--- src/rtl/pc_seq_pkg.sv ---
// Shared types and constants for the next-PC sequencer: FSM state encoding,
// next-PC select encoding and the sequential increment.
package pc_seq_pkg;

    localparam logic [31:0] PC_INCR = 32'd4;

    typedef enum logic [1:0] {
        StBoot,
        StRun,
        StTrap
    } seq_state_e;

    typedef enum logic [2:0] {
        SelHold,
        SelSeq,
        SelBr,
        SelJ,
        SelJr,
        SelTrap
    } next_sel_e;

endpackage

--- src/rtl/pc_sequencer_if.sv ---
// Control/status bundle between the decoder/hazard logic (master) and the
// next-PC sequencer (slave).
interface pc_sequencer_if;

    logic        stall;
    logic        branch_en;
    logic        branch_cond;
    logic [15:0] branch_offset;
    logic        jump_en;
    logic [25:0] jump_target;
    logic        jr_en;
    logic [31:0] jr_addr;

    logic [31:0] pc;
    logic [31:0] pc_plus4;
    logic        pc_valid;
    logic        redirect;
    logic        trap;
    logic [31:0] epc;

    modport master (
        output stall, branch_en, branch_cond, branch_offset,
        output jump_en, jump_target, jr_en, jr_addr,
        input  pc, pc_plus4, pc_valid, redirect, trap, epc
    );

    modport slave (
        input  stall, branch_en, branch_cond, branch_offset,
        input  jump_en, jump_target, jr_en, jr_addr,
        output pc, pc_plus4, pc_valid, redirect, trap, epc
    );

endinterface

--- src/rtl/pc_next_calc.sv ---
// Combinational next-PC datapath: increment, branch/jump/jr targets and the
// priority select. Misaligned-jr detection exists only with PC_SEQ_ALIGN_TRAP_EN.
module pc_next_calc
    import pc_seq_pkg::*;
(
    input  logic [31:0] pc_i,
    input  logic        stall_i,
    input  logic        branch_en_i,
    input  logic        branch_cond_i,
    input  logic [15:0] branch_offset_i,
    input  logic        jump_en_i,
    input  logic [25:0] jump_target_i,
    input  logic        jr_en_i,
    input  logic [31:0] jr_addr_i,
    output logic [31:0] pc_plus4_o,
    output logic [31:0] next_pc_o,
    output next_sel_e   sel_o
);

    logic [31:0] br_target;
    logic [31:0] j_target;
    logic [31:0] jr_target;
    logic        jr_misaligned;

`ifdef PC_SEQ_ALIGN_TRAP_EN
    assign jr_target     = jr_addr_i;
    assign jr_misaligned = |jr_addr_i[1:0];
`else
    // Low bits are forced to zero instead of trapping.
    logic unused_jr_lsbs;
    assign unused_jr_lsbs = ^jr_addr_i[1:0];
    assign jr_target      = {jr_addr_i[31:2], 2'b00};
    assign jr_misaligned  = 1'b0;
`endif

    assign pc_plus4_o = pc_i + PC_INCR;
    assign br_target  = pc_plus4_o + {{14{branch_offset_i[15]}}, branch_offset_i, 2'b00};
    assign j_target   = {pc_plus4_o[31:28], jump_target_i, 2'b00};

    always_comb begin
        sel_o     = SelSeq;
        next_pc_o = pc_plus4_o;
        if (stall_i) begin
            sel_o     = SelHold;
            next_pc_o = pc_i;
        end else if (jr_en_i) begin
            sel_o     = jr_misaligned ? SelTrap : SelJr;
            next_pc_o = jr_target;
        end else if (jump_en_i) begin
            sel_o     = SelJ;
            next_pc_o = j_target;
        end else if (branch_en_i && branch_cond_i) begin
            sel_o     = SelBr;
            next_pc_o = br_target;
        end
    end

endmodule

--- src/rtl/pc_sequencer.sv ---
// Program-counter register, BOOT/RUN/TRAP FSM and registered redirect/trap pulses.
// Optional misaligned jump-register trap enabled by defining PC_SEQ_ALIGN_TRAP_EN.
module pc_sequencer
    import pc_seq_pkg::*;
#(
    parameter logic [31:0] RESET_ADDR = 32'h0000_0000,
    parameter logic [31:0] TRAP_ADDR  = 32'h0000_0080
) (
    input logic           clk,
    input logic           rst_n,
    pc_sequencer_if.slave bus
);

    seq_state_e  state_q, state_d;
    logic [31:0] pc_q, pc_d;
    logic        redirect_q, redirect_d;

    logic [31:0] pc_plus4;
    logic [31:0] next_pc;
    next_sel_e   sel;

    pc_next_calc u_next_calc (
        .pc_i            (pc_q),
        .stall_i         (bus.stall),
        .branch_en_i     (bus.branch_en),
        .branch_cond_i   (bus.branch_cond),
        .branch_offset_i (bus.branch_offset),
        .jump_en_i       (bus.jump_en),
        .jump_target_i   (bus.jump_target),
        .jr_en_i         (bus.jr_en),
        .jr_addr_i       (bus.jr_addr),
        .pc_plus4_o      (pc_plus4),
        .next_pc_o       (next_pc),
        .sel_o           (sel)
    );

`ifdef PC_SEQ_ALIGN_TRAP_EN
    logic        trap_q, trap_d;
    logic [31:0] epc_q, epc_d;

    always_ff @(posedge clk or negedge rst_n) begin
        if (!rst_n) begin
            trap_q <= 1'b0;
            epc_q  <= 32'd0;
        end else begin
            trap_q <= trap_d;
            epc_q  <= epc_d;
        end
    end

    assign bus.trap = trap_q;
    assign bus.epc  = epc_q;
`else
    logic unused_trap_addr;
    assign unused_trap_addr = ^TRAP_ADDR;
    assign bus.trap         = 1'b0;
    assign bus.epc          = 32'd0;
`endif

    always_comb begin
        state_d    = state_q;
        pc_d       = pc_q;
        redirect_d = 1'b0;
`ifdef PC_SEQ_ALIGN_TRAP_EN
        trap_d     = 1'b0;
        epc_d      = epc_q;
`endif
        case (state_q)
            StBoot: state_d = StRun;
            StRun: begin
                pc_d       = next_pc;
                redirect_d = sel inside {SelBr, SelJ, SelJr, SelTrap};
`ifdef PC_SEQ_ALIGN_TRAP_EN
                if (sel == SelTrap) begin
                    pc_d    = TRAP_ADDR;
                    epc_d   = bus.jr_addr;
                    trap_d  = 1'b1;
                    state_d = StTrap;
                end
`endif
            end
`ifdef PC_SEQ_ALIGN_TRAP_EN
            // Hold TRAP_ADDR here; RUN fetches it once the stall clears.
            StTrap: if (!bus.stall) state_d = StRun;
`endif
            default: state_d = StBoot;
        endcase
    end

    always_ff @(posedge clk or negedge rst_n) begin
        if (!rst_n) begin
            state_q    <= StBoot;
            pc_q       <= RESET_ADDR;
            redirect_q <= 1'b0;
        end else begin
            state_q    <= state_d;
            pc_q       <= pc_d;
            redirect_q <= redirect_d;
        end
    end

    assign bus.pc       = pc_q;
    assign bus.pc_plus4 = pc_plus4;
    assign bus.pc_valid = (state_q == StRun);
    assign bus.redirect = redirect_q;

endmodule

--- src/flat_wrapper.sv ---
// flat-port wrapper written by rule: the top's interface ports become plain ports
module pc_sequencer_flat import pc_seq_pkg::*;
#(
    parameter logic [31:0] RESET_ADDR = 32'h0000_0000,
    parameter logic [31:0] TRAP_ADDR  = 32'h0000_0080
)
  (clk, rst_n, bus_stall, bus_branch_en, bus_branch_cond, bus_branch_offset, bus_jump_en, bus_jump_target, bus_jr_en, bus_jr_addr, bus_pc, bus_pc_plus4, bus_pc_valid, bus_redirect, bus_trap, bus_epc);
  pc_sequencer_if bus_i ();
  input logic clk;
  input logic rst_n;
  input wire logic [$bits(bus_i.stall)-1:0] bus_stall;
  input wire logic [$bits(bus_i.branch_en)-1:0] bus_branch_en;
  input wire logic [$bits(bus_i.branch_cond)-1:0] bus_branch_cond;
  input wire logic [$bits(bus_i.branch_offset)-1:0] bus_branch_offset;
  input wire logic [$bits(bus_i.jump_en)-1:0] bus_jump_en;
  input wire logic [$bits(bus_i.jump_target)-1:0] bus_jump_target;
  input wire logic [$bits(bus_i.jr_en)-1:0] bus_jr_en;
  input wire logic [$bits(bus_i.jr_addr)-1:0] bus_jr_addr;
  output wire logic [$bits(bus_i.pc)-1:0] bus_pc;
  output wire logic [$bits(bus_i.pc_plus4)-1:0] bus_pc_plus4;
  output wire logic [$bits(bus_i.pc_valid)-1:0] bus_pc_valid;
  output wire logic [$bits(bus_i.redirect)-1:0] bus_redirect;
  output wire logic [$bits(bus_i.trap)-1:0] bus_trap;
  output wire logic [$bits(bus_i.epc)-1:0] bus_epc;
  assign bus_i.stall = bus_stall;
  assign bus_i.branch_en = bus_branch_en;
  assign bus_i.branch_cond = bus_branch_cond;
  assign bus_i.branch_offset = bus_branch_offset;
  assign bus_i.jump_en = bus_jump_en;
  assign bus_i.jump_target = bus_jump_target;
  assign bus_i.jr_en = bus_jr_en;
  assign bus_i.jr_addr = bus_jr_addr;
  assign bus_pc = bus_i.pc;
  assign bus_pc_plus4 = bus_i.pc_plus4;
  assign bus_pc_valid = bus_i.pc_valid;
  assign bus_redirect = bus_i.redirect;
  assign bus_trap = bus_i.trap;
  assign bus_epc = bus_i.epc;
  pc_sequencer #(.RESET_ADDR(RESET_ADDR), .TRAP_ADDR(TRAP_ADDR)) u_core (.clk(clk), .rst_n(rst_n), .bus(bus_i));
endmodule
--- config.mk ---
export PLATFORM = sky130hd
export DESIGN_NAME = pc_sequencer_flat
export DESIGN_NICKNAME = d
export VERILOG_FILES = /design/src/rtl/pc_seq_pkg.sv /design/src/rtl/pc_sequencer_if.sv /design/src/rtl/pc_next_calc.sv /design/src/rtl/pc_sequencer.sv /design/src/flat_wrapper.sv
export SDC_FILE = /design/constraint.sdc
export NUM_CORES = 1
export LEC_CHECK = 0
export CORE_UTILIZATION = 46
export CTS_CLUSTER_SIZE = 28
export DETAILED_ROUTE_END_ITERATION = 6
export PLACE_DENSITY = 0.82
export RECOVER_POWER = 100
export SLEW_MARGIN = 15
export SYNTH_ARGS = -nofsm -noshare
export SYNTH_HDL_FRONTEND = slang
export SYNTH_HIERARCHICAL = 1
export SYNTH_SLANG_ARGS = --single-unit
--- constraint.sdc ---
create_clock -name clk -period 5.06 [get_ports clk]
set_input_delay 1.265 -clock clk [delete_from_list [all_inputs] [get_ports clk]]
set_output_delay 1.265 -clock clk [all_outputs]
set_load 0.03 [all_outputs]
Yosys cells after proc, flatten, opt, wreduce, memory -nomap -nowiden. Index checks and enable logic that the tools add are counted.

Bitwise gates (word level): 1. Equal/unequal tests: 5. Reductions and logical operators: 4. Muxes and demuxes: 9. $add $sub $neg: 2.

Operators with widths (number): $mux W32 (3); $add A32 B3 Y32 const B (1); $add A32 B32 Y32 (1); $eq A3 B2 Y1 const B (2); $eq A3 B3 Y1 const B (2); $mux W3 (2); $mux W2 (2); $pmux W2 S2 (1); $reduce_bool A4 Y1 (1); $eq A2 B1 Y1 const B (1); $logic_not A2 Y1 (1); $reduce_and A2 Y1 (1); $logic_and A1 B1 Y1 (1); $mux W1 (1); $not A1 Y1 (1).

Output and inout port bits: 99. Logic and storage cells: 24. Bits in registers: 35.

Logic depth before layout (Yosys ltp).
Depth after elaboration: 8. Gate-level depth with buffers: 18.

Modules after synthesis. Netlist, hierarchy kept.

Modules (own cells, without submodules): pc_next_calc (times used 1, area each 3223.1 µm², seq. area each 0.0 µm², cells an instance 501); pc_sequencer (times used 1, area each 1661.6 µm², seq. area each 850.8 µm², cells an instance 107).

Worst setup path before layout. Ideal clock, no wire load.

Path kind: register to register. Start: register u_core.pc_q[2], in the netlist u_core/bus.pc[2]. End: register u_core.pc_q[31], in the netlist u_core/bus.pc[31]. Slack: 430 ps. Required time: 4935 ps. Arrival time: 4504 ps. Path buffers: 0. Stages on the path, launching flop included: 17. Cells stage by stage: dfrtp_1 -> ha_1 -> nand3_1 -> or3_2 -> nor3_1 -> nand2_1 -> xnor2_1 -> ha_1 -> a21o_1 -> nand2_1 -> inv_1 -> or4_1 -> a31o_2 -> o211ai_1 -> mux2i_1 -> nand2_1 -> mux2_4.

Longest elaborated chain between the ends: 5.

Ends and longest elaborated chain: start, declared (line pc_sequencer.sv:15) `logic [31:0] pc_q, pc_d;`; start signal, assigned (line pc_sequencer.sv:97) `pc_q <= pc_d;`; $add A32 B3 Y32 (line pc_next_calc.sv:36) `assign pc_plus4_o = pc_i + PC_INCR;`; net bus_pc_plus4[26] (line flat_wrapper.sv:20) `output wire logic [$bits(bus_i.pc_plus4)-1:0] bus_pc_plus4;`; $add A32 B32 Y32 (line pc_next_calc.sv:37) `assign br_target = pc_plus4_o + {{14{branch_offset_i[15]}}, branch_offset_i, 2'b00};`; $mux W32 (line pc_next_calc.sv:52) `end else if (branch_en_i && branch_cond_i) begin`; $mux W32 (line pc_next_calc.sv:49) `end else if (jump_en_i) begin`; $mux W32 (line pc_next_calc.sv:46) `end else if (jr_en_i) begin`.

The timed path passes the listed nets, and every way through them passes these cells. A chain may end at the register's enable or synchronous reset.

Final worst setup path.
Start: register u_core.pc_q[3], in the netlist u_core/bus.pc[3]. End: output bus_pc_plus4[30].

Longest elaborated chain between the ends: 1.

Ends and longest elaborated chain (line): $add A32 B3 Y32 (pc_next_calc.sv:36); end, declared (flat_wrapper.sv:20).

No other way between the ends.

==> results.md <==
- Clk buf depth: 2
- Finished Cell Area: 6270 um2
- Starting Density: 0.473
- Clock Skew: around 0.0039 ns
- Total clock sinks: 34
- YS warnings: 6
- I/O Pins: 180
- Tmin final: 4.89 ns
- Clock Latency Late Sink: ~0.29 ns
- Critical Path Fanout Max: 7
- Setup bufs post-CTS: 0
- Vias in the first global route: about 4900
- PortBufs: between 100 and 150
- DRT iter0 DRCs: 345
- Synth async-reset ratio: 1.00
- Setup violators final: 0
- GPL Wtd Cong: 0.946
- Max stage delay on crit path: 0.80 ns
- Type of the worst setup path: reg2out
- Hold Path Cell Cnt: 1
- Fmax: roughly 200 MHz
- Failing checks: capacitance limit, slew limit
- Reg power frac: 0.201
- Post-Synthesis Cells: 608
- Final Cycle Share: 0.966
- Cell with the largest stage delay on the worst path: dlygate4sd3_1
- First-pass GRT wire length: 25500 um
- Post-synth EDFFs: 0
- Fillers: 915
- Worst-path cell chain: ha_1, nand3_1, or3_2, nor3_1, nand2_1, xnor2_1, dlygate4sd3_1
- Dominant synthesized flop cell: dfrtp_1
- Antenna-violating nets left: 0
- Nets: roughly 860
- CTS resizes: 0
- Max-cap violations: 1
- Clock Tree Root: clkbuf_8
- Worst-Margin Slew: 2.09 ns
- Reg clk slew, reported paths: ~0.08 ns
- Die area: 11000 um2
- Wire per inst: around 19 um
- Synth Register Bits: 34
- Power Dens Cells: approximately 330 nW/um2
- Comb power frac: 0.670
- Synth unique cells: 65
- CTS H-tree lvls: 2
- Setup TNS: 0 ns
- R2R setup slack: ~0.42 ns
- Share of synthesized area occupied by flip-flops and latches: 0.174
- Core ar.: 10300 um2
- DPL Wire Length: 11900 um
- CTS Buf Count: 5
- Largest net degree at the start of global routing: 39
- CTS tree: done
- Pre-antenna DRT Iters: 7
- Die H: 105 um
- Synthesis-to-finish area growth: 28.5%
- Antenna violations before repair: 0
- Worst vdd ir: 0.000163 V
- Crit. End Element: output port
- Switching share of total power: 0.503
- Cell Int Power: between 1000 and 1500 uW
- Max-slew violation count: 35
- Synthesized area per cell: 8.03 um2
- Worst Hold Class: reg2reg
- Reg-to-Reg End: u_core/bus.pc[31]
- CP required: 3.80 ns
- Via-to-Cell Ratio: between 5 and 6
- Final Non-Filler Cells: 878
- Clock power share: 0.129
- Setup crit start kind: flip-flop
- Placed inst area: 6270 um2
- Slew margin rel.: -0.395
- CTS hold repair buffers: 0
- Synthesized area: approximately 5000 um2
- RR Startpoint: u_core/bus.pc[3]
- Layout cells sized above 1: 0.0606
- Routed WL: 16300 um
- Global Route Usage Sum: 0.290
- Cell Rows: 37
- Routed vias: 5183
- # diodes: 0
- Crit path DAT: around 3.6 ns
- RSZ-0062 raised after global routing: false
- Min-Delay Endpoint: u_core/bus.pc[31]
- GRT Residual Overflow: 0
- Final hold vios: 0
- FF-to-FF path depth: 16
- Status: finished with violations
- Pleak: between 0.002 and 0.003 uW
- Sw Pwr: roughly 1100 uW
- Post-Place Cells: 870
- Min-delay src: u_core/bus.pc[31]
- Die width: 105 um
- Drc violations: 0
[power groups by stage]
| stage | Sequential [uW] | Clock, uW | Combinational (uW) |
|---|---|---|---|
| after floorplan | 515 | 0 | 899 |
| after global placement | 424 | 0 | 1440 |
| after detailed placement | 429 | 0 | 1460 |
| after CTS | 425 | 273 | 1470 |
| after global routing | 433 | 279 | 1500 |
| final | 421 | 269 | 1400 |
[metal layers]
| layer | global-route usage | wire [um] | vias to the layer above |
|---|---|---|---|
| met2 | 0.495 | 7710 | 307 |
| li1 | - | - | 2417 |
| met1 | 0.382 | 6760 | 2433 |
| met5 | 0 | 0 | - |
| met4 | 0.0714 | 274 | 0 |
| met3 | 0.0430 | 1520 | 26 |
[cell usage in the layout (no fill, tap or decap), drive strengths merged, types with 6 or more instances in the layout]
cell type / n
clkdlybuf4s50: 73
dlygate4sd3: 69
nand2: 69
a21oi: 51
o21ai: 45
nor2: 44
ha: 36
conb: 34
dfrtp: 34
mux2: 32
xnor2: 30
xor2: 24
inv: 14
a22oi: 11
a31oi: 11
clkbuf: 11
nand3: 10
a21o: 10
o211ai: 10
nor3: 10
and2: 9
buf: 8
nand4: 8
and3: 7
o21a: 6
nand2b: 6
[per-stage QoR]
stage	util	total power, uW	setup WS [ns]	hold slack (ns)
3_5_place_dp	0.607	1890	0.436	0.568
5_1_grt	0.608	2210	0.0533	0.604
4_1_cts	0.618	2170	0.224	0.591
2_1_floorplan	-	1410	0.430	0.755
6_report	0.608	2090	0.173	0.567
3_3_place_gp	0.607	1860	0.491	0.564
[worst max-delay path: cells and delay by family, from the launching register on]
family,cells,cell delay (ns)
and+or+nand+nor,4,1.34
buffers and inverters,1,0.80
DFF,1,0.49
xor gates and xnor gates,1,0.37
adders and majority gates,1,0.32
[worst max path at each step]
| stage | start | end | slack (ns) | depth (start not counted) |
|---|---|---|---|---|
| after detailed placement | bus_branch_offset[0] | u_core/bus.pc[30] | 0.44 | 13 |
| after floorplan | u_core/bus.pc[2] | u_core/bus.pc[31] | 0.43 | 16 |
| after CTS | u_core/bus.pc[3] | bus_pc_plus4[30] | 0.22 | 7 |
| final | u_core/bus.pc[3] | bus_pc_plus4[30] | 0.17 | 7 |
| after global routing | u_core/bus.pc[3] | bus_pc_plus4[30] | 0.05 | 7 |
| after global placement | bus_branch_offset[0] | u_core/bus.pc[30] | 0.49 | 13 |
[cells in the mapped netlist (3+ instances only)]
cell type	count	area, um2
nor2_1	41	154
inv_1	13	48.8
o211ai_1	10	75.1
mux2i_1	3	30.0
o21bai_1	4	30.0
nand2_1	69	259
dfrtp_1	34	851
o21a_1	6	45.0
nand2b_1	6	37.5
a311oi_1	3	26.3
a21boi_0	4	30.0
a21oi_1	51	255
a31o_2	4	35.0
nand4_1	6	37.5
mux2_4	29	435
clkbuf_1	17	63.8
buf_12	3	60.1
and3_1	7	43.8
nor3_1	9	45.0
a211oi_1	4	30.0
o31ai_1	3	22.5
o22ai_1	4	25.0
a22oi_1	11	82.6
a221o_1	3	30.0
xor2_1	24	210
o21ai_0	43	215
buf_4	35	263
mux2_2	3	33.8
buf_2	3	15.0
and2_1	9	56.3
a21o_1	10	75.1
a31oi_1	11	68.8
ha_1	36	450
nand3_1	10	50.1
a221oi_1	4	35.0
and4_1	4	35.0
xnor2_1	30	263
[sequential cells by signal (all words and copies together) (netlist names)]
name and flops:
u_core/bus.pc 32, u_core/bus.redirect 1, u_core/state_q 1
[cell families after synthesis]
family                     after synthesis  synth area share
adders and majority gates               37            0.0963
and+or+nand+nor                        180             0.179
muxes                                   35             0.102
AOI/OAI and AO/OA                      190             0.251
buffers and inverters                   76            0.0991
xor gates and xnor gates                54            0.0968
other                                    2           0.00154
DFF                                     34             0.174
[cell type report]
cell class,instances,area (um2),area share
sequential,34,852,0.136
tap,136,170,0.0271
inverter,14,52.6,0.00837
timing repair buffer,156,1500,0.239
multi-input combinational,530,3580,0.571
clock buffer,5,68.8,0.0110
clock inverter,3,45.0,0.00718
No activity file was read; power rests on OpenSTA's default activity.
